**src/rtl/operand_fetch_stage_if.sv**
```systemverilog
// Instruction, ALU-word and writeback bundle between the issue stage and its neighbours.
// slave is the stage side; master is the decoder/ALU side that drives the stage.
interface operand_fetch_stage_if #(
    parameter int NREG = 8,
    parameter int DW   = 12,
    parameter int OPW  = 3
);
    localparam int AW = $clog2(NREG);
    localparam int IW = OPW + 3 * AW;
    localparam int XW = OPW + 2 * DW;

    logic            in_valid;
    logic            in_ready;
    logic [IW-1:0]   instr;
    logic            out_valid;
    logic            out_ready;
    logic [XW-1:0]   alu_x;
    logic [AW-1:0]   out_rd;
    logic            wb_en;
    logic [AW-1:0]   wb_addr;
    logic [DW-1:0]   wb_data;
    logic [NREG-1:0] busy;

    modport master (
        output in_valid, instr, out_ready, wb_en, wb_addr, wb_data,
        input  in_ready, out_valid, alu_x, out_rd, busy
    );

    modport slave (
        input  in_valid, instr, out_ready, wb_en, wb_addr, wb_data,
        output in_ready, out_valid, alu_x, out_rd, busy
    );
endinterface

```
**src/rtl/operand_fetch_stage.sv**
```systemverilog
// Issue stage ahead of the ALU: decode, register-file read, scoreboarded issue of {opcode, opA, opB}.
// Optional macro FORWARD_EN: same-cycle writeback bypasses both the operand read and the hazard check.
module operand_fetch_stage #(
    parameter int NREG = 8,
    parameter int DW   = 12,
    parameter int OPW  = 3
) (
    input logic                  clk,
    input logic                  rst_n,
    operand_fetch_stage_if.slave bus
);
    localparam int AW = $clog2(NREG);
    localparam int XW = OPW + 2 * DW;

    typedef enum logic {
        SB_IDLE    = 1'b0,
        SB_PENDING = 1'b1
    } sb_state_e;

    logic [OPW-1:0]  w_op;
    logic [AW-1:0]   w_rd;
    logic [AW-1:0]   w_rsa;
    logic [AW-1:0]   w_rsb;
    logic [NREG-1:0] w_pend;
    logic [NREG-1:0] w_pend_eff;
    logic [NREG-1:0] w_wb_hot;
    logic [NREG-1:0] w_set_hot;
    logic            w_hazard;
    logic            w_ready;
    logic            w_accept;
    logic [DW-1:0]   w_opa;
    logic [DW-1:0]   w_opb;

    sb_state_e       r_sb [NREG];
    logic [DW-1:0]   r_rf [NREG];
    logic            r_out_valid;
    logic [XW-1:0]   r_alu_x;
    logic [AW-1:0]   r_out_rd;

    function automatic logic [NREG-1:0] onehot(input logic [AW-1:0] a);
        logic [NREG-1:0] v;
        v    = '0;
        v[a] = 1'b1;
        return v;
    endfunction

    // Instruction field split.
    always_comb begin
        w_op  = bus.instr[OPW+3*AW-1 -: OPW];
        w_rd  = bus.instr[3*AW-1 -: AW];
        w_rsa = bus.instr[2*AW-1 -: AW];
        w_rsb = bus.instr[AW-1:0];
    end

    // Scoreboard view, hazard detection and issue handshake.
    always_comb begin
        for (int i = 0; i < NREG; i++) begin
            w_pend[i] = (r_sb[i] == SB_PENDING);
        end
        if (bus.wb_en) begin
            w_wb_hot = onehot(bus.wb_addr);
        end else begin
            w_wb_hot = '0;
        end
`ifdef FORWARD_EN
        // A source retiring this cycle is released early; its value comes off the bypass.
        w_pend_eff = w_pend & ~w_wb_hot;
`else
        w_pend_eff = w_pend;
`endif
        w_hazard = w_pend_eff[w_rsa] | w_pend_eff[w_rsb] | w_pend_eff[w_rd];
        w_ready  = (~r_out_valid | bus.out_ready) & ~w_hazard;
        w_accept = bus.in_valid & w_ready;
        if (w_accept) begin
            w_set_hot = onehot(w_rd);
        end else begin
            w_set_hot = '0;
        end
    end

    // Operand read, optionally bypassing the writeback port.
    always_comb begin
`ifdef FORWARD_EN
        if (bus.wb_en && (bus.wb_addr == w_rsa)) begin
            w_opa = bus.wb_data;
        end else begin
            w_opa = r_rf[w_rsa];
        end
        if (bus.wb_en && (bus.wb_addr == w_rsb)) begin
            w_opb = bus.wb_data;
        end else begin
            w_opb = r_rf[w_rsb];
        end
`else
        w_opa = r_rf[w_rsa];
        w_opb = r_rf[w_rsb];
`endif
    end

    // Register file, written only from the writeback port.
    always_ff @(posedge clk or negedge rst_n) begin
        if (!rst_n) begin
            for (int i = 0; i < NREG; i++) begin
                r_rf[i] <= '0;
            end
        end else if (bus.wb_en) begin
            r_rf[bus.wb_addr] <= bus.wb_data;
        end
    end

    // Per-register scoreboard; a new accept owns the register even if it retires on the same edge.
    always_ff @(posedge clk or negedge rst_n) begin
        if (!rst_n) begin
            for (int i = 0; i < NREG; i++) begin
                r_sb[i] <= SB_IDLE;
            end
        end else begin
            for (int i = 0; i < NREG; i++) begin
                case (r_sb[i])
                    SB_IDLE: begin
                        if (w_set_hot[i]) begin
                            r_sb[i] <= SB_PENDING;
                        end else begin
                            r_sb[i] <= SB_IDLE;
                        end
                    end
                    SB_PENDING: begin
                        if (w_set_hot[i]) begin
                            r_sb[i] <= SB_PENDING;
                        end else if (w_wb_hot[i]) begin
                            r_sb[i] <= SB_IDLE;
                        end else begin
                            r_sb[i] <= SB_PENDING;
                        end
                    end
                    default: begin
                        r_sb[i] <= SB_IDLE;
                    end
                endcase
            end
        end
    end

    // Output word register: load on accept, hold under back-pressure, drop valid once drained.
    always_ff @(posedge clk or negedge rst_n) begin
        if (!rst_n) begin
            r_out_valid <= 1'b0;
            r_alu_x     <= '0;
            r_out_rd    <= '0;
        end else if (w_accept) begin
            r_out_valid <= 1'b1;
            r_alu_x     <= {w_op, w_opa, w_opb};
            r_out_rd    <= w_rd;
        end else if (bus.out_ready) begin
            r_out_valid <= 1'b0;
        end
    end

    assign bus.in_ready  = w_ready;
    assign bus.out_valid = r_out_valid;
    assign bus.alu_x     = r_alu_x;
    assign bus.out_rd    = r_out_rd;
    assign bus.busy      = w_pend;
endmodule

```
**src/flat_wrapper.sv**
```systemverilog
// flat-port wrapper written by rule: the top's interface ports become plain ports
module operand_fetch_stage_flat 
#(
    parameter int NREG = 8,
    parameter int DW   = 12,
    parameter int OPW  = 3
)
  (clk, rst_n, bus_in_valid, bus_instr, bus_out_ready, bus_wb_en, bus_wb_addr, bus_wb_data, bus_in_ready, bus_out_valid, bus_alu_x, bus_out_rd, bus_busy);
  operand_fetch_stage_if #(.NREG(NREG), .DW(DW), .OPW(OPW)) bus_i ();
  input logic clk;
  input logic rst_n;
  input wire logic [$bits(bus_i.in_valid)-1:0] bus_in_valid;
  input wire logic [$bits(bus_i.instr)-1:0] bus_instr;
  input wire logic [$bits(bus_i.out_ready)-1:0] bus_out_ready;
  input wire logic [$bits(bus_i.wb_en)-1:0] bus_wb_en;
  input wire logic [$bits(bus_i.wb_addr)-1:0] bus_wb_addr;
  input wire logic [$bits(bus_i.wb_data)-1:0] bus_wb_data;
  output wire logic [$bits(bus_i.in_ready)-1:0] bus_in_ready;
  output wire logic [$bits(bus_i.out_valid)-1:0] bus_out_valid;
  output wire logic [$bits(bus_i.alu_x)-1:0] bus_alu_x;
  output wire logic [$bits(bus_i.out_rd)-1:0] bus_out_rd;
  output wire logic [$bits(bus_i.busy)-1:0] bus_busy;
  assign bus_i.in_valid = bus_in_valid;
  assign bus_i.instr = bus_instr;
  assign bus_i.out_ready = bus_out_ready;
  assign bus_i.wb_en = bus_wb_en;
  assign bus_i.wb_addr = bus_wb_addr;
  assign bus_i.wb_data = bus_wb_data;
  assign bus_in_ready = bus_i.in_ready;
  assign bus_out_valid = bus_i.out_valid;
  assign bus_alu_x = bus_i.alu_x;
  assign bus_out_rd = bus_i.out_rd;
  assign bus_busy = bus_i.busy;
  operand_fetch_stage #(.NREG(NREG), .DW(DW), .OPW(OPW)) u_core (.clk(clk), .rst_n(rst_n), .bus(bus_i));
endmodule
```
**config.mk**
```make
export PLATFORM = sky130hd
export DESIGN_NAME = operand_fetch_stage_flat
export DESIGN_NICKNAME = d
export VERILOG_FILES = /design/src/rtl/operand_fetch_stage_if.sv /design/src/rtl/operand_fetch_stage.sv /design/src/flat_wrapper.sv
export SDC_FILE = /design/constraint.sdc
export NUM_CORES = 1
export LEC_CHECK = 0
export ABC_AREA = 1
export CAP_MARGIN = 10
export CORE_ASPECT_RATIO = 0.9
export CORE_MARGIN = 4
export CORE_UTILIZATION = 42
export CTS_CLUSTER_SIZE = 8
export DETAILED_ROUTE_END_ITERATION = 12
export HOLD_SLACK_MARGIN = 0.06
export PLACE_DENSITY = 0.69
export SYNTH_ARGS = -nofsm -noshare
export SYNTH_HDL_FRONTEND = slang
export SYNTH_SLANG_ARGS = --single-unit
```
**constraint.sdc**
```tcl
create_clock -name clk -period 1.5 [get_ports clk]
set_input_delay 0.3 -clock clk [delete_from_list [all_inputs] [get_ports clk]]
set_output_delay 0.3 -clock clk [all_outputs]
set_load 0.05 [all_outputs]
```
Word-level counts from Yosys, hierarchy flattened
Index checks and enable logic that the tools add are counted.

Register bits: 135. Input bits: 32.

Mux-type cells: 55. Bitwise operators: 18. Reduce and logical (&&, ||, !) cells: 4. Magnitude comparators: 10.

Operators with widths (number): $bwmux 96 (1); $bmux 12 s3 (2); $mux 12 (5); $demux 12 s3 (1); $mux 1 (31); $lt 3x4->1 const B (4); $mux 8 (2); $pmux 1 s2 (8); $ge 4x4->1 const B (3); $not 3->4 (3); $not 1->1 (10); $bmux 1 s3 (3); $demux 1 s3 (2); $ge 3x1->1 const B (2); $lt 4x1->1 const B (1); $logic_and 1x1->1 (3); $or 1x1->1 (3); $and 1x1->1 (2); $reduce_bool 2->1 (1).

Depth between registers and ports, before layout
Gate-level depths: netlist of run 1.

Depth after elaboration: 10. Depth in mapped cells: 12.

Worst setup path after synthesis of run 1
No wires, ideal clock.

Path kind: reg-to-output. Start: register u_core.r_sb, in the netlist u_core.bus.busy[5]. End: output port bus_in_ready. Required time: 1.200 ns. Path slack: -0.480 ns. Cell stages (with the launch flop): 10. Arrival: 1.680 ns. Cell sequence: dfrtp_1 -> inv_1 -> nand2_1 -> nand3_1 -> nand2_1 -> nand2_1 -> nand2_1 -> nor2_4 -> buf_4 -> and2_1.

Longest elaborated chain between the ends: 6.

RTL lines: start: declaration (RTL line operand_fetch_stage.sv:34) `sb_state_e r_sb [NREG];`; start signal: indexed assignment (RTL line operand_fetch_stage.sv:115) `r_sb[i] <= SB_IDLE;`; start signal: indexed assignment (RTL line operand_fetch_stage.sv:122) `r_sb[i] <= SB_PENDING;`; start signal: indexed assignment (RTL line operand_fetch_stage.sv:124) `r_sb[i] <= SB_IDLE;`; $bmux 1 s3 (RTL line operand_fetch_stage.sv:71) `w_hazard = w_pend_eff[w_rsa] | w_pend_eff[w_rsb] | w_pend_eff[w_rd];`; $mux 1 (implied by the code) (RTL line operand_fetch_stage.sv:71); $or 1x1->1 (RTL line operand_fetch_stage.sv:71); $or 1x1->1 * (RTL line operand_fetch_stage.sv:71); $not 1->1 * (RTL line operand_fetch_stage.sv:72) `w_ready = (~r_out_valid | bus.out_ready) & ~w_hazard;`; $and 1x1->1 * (RTL line operand_fetch_stage.sv:72); end: declaration (RTL line flat_wrapper.sv:18) `output wire logic [$bits(bus_i.in_ready)-1:0] bus_in_ready;`.

Mark *: on every way between the ends. The rest lies on a longest branch, timed or not. The select of a mux whose other input is x is not followed.

Worst setup path in the final report of run 1
Start: register u_core.r_sb, in the netlist u_core.bus.busy[1]. End: output port bus_in_ready.

The elaborated chain is that of the path after synthesis.

==> results of run 1 <==
## placed cells by master (no fill, tap or decap), types with 2 or more instances in the layout
cell             netlist  final
clkbuf_8               0      4
nand2_2                1      7
o21ai_0              124    124
nand2_1              398    392
nand4_1               41     41
nor3_1                 6      5
nand3_1               10      9
dfrtp_2                0      9
inv_2                  5     12
buf_16                 0      4
dfrtp_1              135    126
buf_2                 23      2
o21ai_1                4      4
buf_4                  4     44
o211ai_1              65     65
buf_6                  5     10
clkbuf_16              0     17
inv_1                 77     70
clkdlybuf4s50_1        0     24
buf_12                 0     62
bufinv_16              0      3
nor2_1                 9      9
dlygate4sd2_1          0      4
clkinv_4               0      4
clkinv_2               0      3
nor2_4                 2      2
a21oi_1               31     31
nand3_2                3      3
clkinvlp_4             0      2
## power by group
group,total [mW],internal [mW],switching (mW)
Sequential,5.54,4.65,0.894
Clock,4.39,2.79,1.61
Combinational,7.53,3.47,4.06
## worst max-delay path, delay by kind of cell, from the launching register on
kind,cells,cell delay [ns]
AND/OR/NAND/NOR,6,0.58
flip-flops,1,0.43
buffers and inverters,2,0.26
## cell type report
cell class              instances  share of cell area
multi-input cells             696               0.328
clock buffers                  21              0.0482
inverters                      83              0.0318
repair buffers                152               0.211
flip-flops and latches        135               0.340
clock inverters                11              0.0147
well taps                     211              0.0265
## stage by stage
stage	worst slack [ns]	instances	util	hold slack (ns)	cell area (um2)
final	-0.512	1309	0.590	0.353	9970
after global routing	-0.585	1309	0.590	0.382	9970
after CTS	-0.465	1312	0.591	0.332	9980
after detailed placement	-0.564	1263	0.536	0.248	9050
after global placement	-0.555	1263	0.536	0.244	9050
after floorplan	-0.149	985	-	0.00441	7280
## flip-flops by register name, indices dropped and copies added (netlist names)
signal and cells:
u_core.bus.out_rd 3, u_core.bus.busy 8, u_core.bus.alu_x 27, u_core.bus.out_valid 1, u_core.r_rf 96
## timing repair
| action | in CTS | in global routing |
|---|---|---|
| gates cloned | 4 | 0 |
| hold buffers | 1 | 0 |
| pin swaps | 4 | 4 |
| gates resized for setup | 33 | 7 |
| setup buffers | 12 | 1 |
| endpoints found under the setup margin | 39 | 43 |
| endpoints found under the hold margin | 38 | 0 |
## layer usage
| layer | routed length [um] | GRT usage |
|---|---|---|
| met5 | 0 | 0 |
| met4 | 464 | 0.0794 |
| met3 | 1640 | 0.0534 |
| met2 | 10500 | 0.379 |
| met1 | 9750 | 0.319 |
## worst paths after layout
path                                              start                               end  slack (ns)  cells after the start
max reg2reg                u_core.bus.busy[1]$_DFF_PN0_  u_core.bus.out_rd[2]$_DFFE_PN0P_       -0.20                     11
min reg2reg                 u_core.r_rf[76]$_DFFE_PN0P_       u_core.r_rf[76]$_DFFE_PN0P_        0.49                      2
max                        u_core.bus.busy[1]$_DFF_PN0_                      bus_in_ready       -0.51                      8
max in group asynchronous                         rst_n      u_core.bus.busy[3]$_DFF_PN0_        0.52                      3
min                                               rst_n   u_core.bus.alu_x[6]$_DFFE_PN0P_        0.35                      2
min in group clk                           bus_instr[7]  u_core.bus.out_rd[1]$_DFFE_PN0P_        0.37                      3
## logic make-up (layout without fill, tap and decap cells)
kind of cell           after synthesis  in the layout
AO/OA/AOI/OAI                      224            224
buffers and inverters              154            267
flip-flops                         135            135
AND/OR/NAND/NOR                    472            472
==> flow_summary.ini, run 1 <==
[status]
status = finished, violations left
violations = negative setup slack

[route]
drtAntennaViolNets = 0
wl_per_cell_um = 17.1
first_pass_iters = 5
finalWirelength_um = 22400
remaining_drc_errors = 0
vias_per_cell = 5.48
via_count = 7173
first_iter_violations = 541

[placement]
dp_hpwl_um = 14600
place_congestion = 0.846
numPortBuffers = 71

[synthesis]
synth-compound-area-share = 0.177
synth_top_cell_by_area = dfrtp_1
muxShareOfSynthArea = 0
synth_area_um2 = 7260
yosysMostFrequentCell = nand2_1
synthArstFlopShare = 1.00
synthCells = 985
yosys-top-cells-area = dfrtp_1 (47%), nand2_1 (21%), o21ai_0 (8.5%)
seq_area_frac_synth = 0.465
synthXorXnorAreaFrac = 0
synth_top_area_frac = 0.465
synth_flop_cell = dfrtp_1
synth.distinct_cells = 23
synth_top_family_by_area = simple AND/OR/NAND/NOR gates
ys_seq_elements = 135
synth-simple-area-share = 0.267
synth_top_cells_by_count = nand2_1 (398), dfrtp_1 (135), o21ai_0 (124)
syn_avg_cell_area_um2 = 7.37
synth_adder_area_share = 0
syn_nets = 1017
yosysWarnings = 0
synth_edf_count = 0

[die]
die_h_um = 133
rows = 45
io_pins = 72
dieArea_um2 = 19500
die_w_um = 147
coreArea_um2 = 16900
start_util = 0.430

[sta]
tns_ns = -7.05
rsz0062_at_grt = true
worst_pin_slew_ns = 0.437
maxSlewViolCount = 0
period_share = 1.34
setup_slack_ns = -0.512
hold_violations = 0
clock_skew_ns = 0.00882
post-route-min-period_ns = 2.01
setup_viol = 42
slew-limit-headroom = 0.708
fmax_mhz = 497

[cells_and_area]
finish.net_count = 1117
area_delta_synth_final_pct = 37.3
multi_input_area_um2 = 3260
antenna_cells = 0
fill_cells = 1483
drive_gt1_frac = 0.176
regArea_um2 = 3390

[worst_setup_path]
path_max_fanout = 3
cp.arrival_ns = 1.71
cp_cell_sequence = buf_6, nand3_2, nand2_1, nor2_1, nand2_1, nor2_4, and2_4, buf_12
slowest_stage = dfrtp_2
worstSetupPathType = reg2out
cp_common_cell = nand2_1
max_stage_delay_ns = 0.43
critPathLaunchType = register
endpoint_kind = output port
cp.required_ns = 1.20

[clocking]
htree_num_levels = 4
cts.sinks = 135
clk_pin_slew_ns = 0.06
cts_tree = built
cts.path.max_buffers = 2
clockRootBuffer = clkbuf_16
cts_made_buffers = 17
insertion_delay_ns = 0.43

[global_routing]
grt_max_degree = 43
grt_pass1_wl_um = 36300
grt_pass1_vias = 6735
antenna_found_initial = 0
grt_overflow_total = 0
track_usage = 0.237

[power_and_ir_drop]
total_power_mw = 17.5
vdd_drop_max_mv = 0.838
p_per_area_nw_per_um2 = 1750
p_leak_nw = 4.98

[flow_run]
cap_violations = 0

[min_path]
hold_path_class = in2async
(Power assumes the default switching activity.)
==> run 2, diff against run 1 <==
PLACE_DENSITY = not set   (was 0.69)
==> run 2 against run 1 <==
Effect of this change:
- the run still ends with negative setup slack left
- maximum frequency up 4.4%
- flip-flop and latch count unchanged
- non-clock buffer count down 2
- first-iteration DRC count up 18%
- critical path type unchanged
- register-to-register slack about the same
- critical path depth up 1
- combinational power down 4.6%
==> flow_summary.ini, run 2 (same netlist as run 1, synthesis figures left out) <==
[status]
status = finished, violations left
violations = negative setup slack

[die]
dieArea_um2 = 19500
die_w_um = 147
die_h_um = 133
coreArea_um2 = 16900
io_pins = 72
start_util = 0.430
rows = 45

[cells_and_area]
area_delta_synth_final_pct = 35.8
antenna_cells = 0
final_util = 0.584
mostFrequentLayoutCell = nand2_1
largest_register_ffs = 96
finish.net_count = 1115
fill_cells = 1597
mostFrequentLayoutCells = nand2_1 (395), dfrtp_1 (126), o21ai_0 (124)
multi_input_area_um2 = 3260
regArea_um2 = 3390
final_cell_count_no_fill = 1307
largest-register = u_core.r_rf
drive_gt1_frac = 0.171

[route]
drtAntennaViolNets = 0
remaining_drc_errors = 0
first_pass_iters = 5
via_count = 7023
finalWirelength_um = 22300
wl_per_cell_um = 17.1
first_iter_violations = 640
vias_per_cell = 5.37

[sta]
setup_slack_ns = -0.427
fmax_mhz = 519
rsz0062_at_grt = true
post-route-min-period_ns = 1.93
period_share = 1.28
setup_viol = 34
maxSlewViolCount = 0
slew-limit-headroom = 0.767
clock_skew_ns = 0.00448
hold_violations = 0
worst_pin_slew_ns = 0.349
tns_ns = -5.69

[power_and_ir_drop]
power.share.switching = 0.379
power.switching_mw = 6.36
vdd_drop_max_mv = 0.839
p_per_area_nw_per_um2 = 1700
p_clk_frac = 0.243
p_leak_nw = 4.93
seq_power_share = 0.329
p_comb_frac = 0.428
intPower_mw = 10.4

[clocking]
clockRootBuffer = clkbuf_16
htree_num_levels = 4
cts.sinks = 135
clk_pin_slew_ns = 0.06
cts_tree = built
cts.path.max_buffers = 2
insertion_delay_ns = 0.42
cts_made_buffers = 17

[worst_setup_path]
r2r_start = u_core.bus.busy[6]$_DFF_PN0_
r2r_setup_slack_ns = -0.19
worstSetupStartpoint = u_core.bus.busy[6]$_DFF_PN0_
cp.required_ns = 1.20
path_max_fanout = 4
max_stage_delay_ns = 0.44
critPathLaunchType = register
slowest_stage = dfrtp_2
endpoint_kind = output port
cp.arrival_ns = 1.63
crit_path_end = bus_in_ready
worstSetupPathType = reg2out
rr_worst_depth = 12
rr_endpoint = u_core.bus.alu_x[7]$_DFFE_PN0P_
cp_cell_sequence = inv_2, nand2_2, nand3_2, nand2_1, nand2_1, nand2_2, nor2_4, and2_4, buf_12

[global_routing]
grt_max_degree = 37
track_usage = 0.236
antenna_found_initial = 0
grt_pass1_wl_um = 36500
grt_pass1_vias = 6545
grt_overflow_total = 0

[flow_run]
cap_violations = 0

[placement]
dp_slack_ns = -0.615
numPortBuffers = 71
dpl.cell_count = 1269
place_congestion = 0.876
dp_hpwl_um = 15300

[min_path]
hold_path_class = in2async
==> run 2: area by class of cell <==
class | count | share of cell area
clock buffer | 25 | 0.0523
clock inverter | 7 | 0.00685
inverter | 83 | 0.0317
multi-input combinational | 696 | 0.330
sequential | 135 | 0.344
tap | 211 | 0.0268
timing repair buffer | 150 | 0.208
==> run 2: timing repair <==
action,in CTS,in global routing
buffers inserted,3,0
resized for setup,14,6
endpoints found under the setup margin,40,41
hold buffers,1,0
endpoints found under the hold margin,28,0
pin swaps,8,11
gates cloned,2,0
==> run 2: power groups by stage <==
stage	sequential (mW)	clock (mW)	combinational (mW)
floorplan	6.95	0	2.04
global placement	5.55	0	6.96
detailed placement	5.57	0	7.02
CTS	5.52	4.13	7.22
global route	5.65	4.29	7.68
finish	5.52	4.08	7.18
==> run 2: how the worst min path moves through the flow <==
stage	start	endpoint	cells after the start
final	rst_n	u_core.r_rf[5]$_DFFE_PN0P_	2
after floorplan	rst_n	u_core.bus.alu_x[0]$_DFFE_PN0P_	0
after detailed placement	rst_n	u_core.r_rf[5]$_DFFE_PN0P_	1
after CTS	rst_n	u_core.r_rf[5]$_DFFE_PN0P_	2
after global placement	rst_n	u_core.r_rf[17]$_DFFE_PN0P_	1
after global routing	rst_n	u_core.r_rf[5]$_DFFE_PN0P_	2
==> run 2: metrics by stage <==
| stage | total power [mW] | area, um2 | hold slack [ns] |
|---|---|---|---|
| 4_1_cts | 16.9 | 9830 | 0.347 |
| 5_1_grt | 17.6 | 9860 | 0.358 |
| 3_3_place_gp | 12.5 | 9130 | 0.208 |
| 6_report | 16.8 | 9860 | 0.337 |
| 2_1_floorplan | 8.99 | 7280 | 0.00441 |
| 3_5_place_dp | 12.6 | 9130 | 0.217 |
==> run 2: routing by layer <==
metal / share of wire / vias to the layer above / global-route usage / routed length [um]
met1: 0.47 / 3315 / 0.341 / 10500
met2: 0.46 / 244 / 0.370 / 10300
met4: 0.013 / 0 / 0.0590 / 289
met3: 0.055 / 27 / 0.0411 / 1230
li1: - / 3437 / - / -
met5: 0 / - / 0 / 0
==> run 2: worst max-delay path, delay by kind of cell, from the launching register on <==
kind | cells | cell delay [ns]
buffers and inverters | 2 | 0.21
flip-flops | 1 | 0.44
AND/OR/NAND/NOR | 7 | 0.55
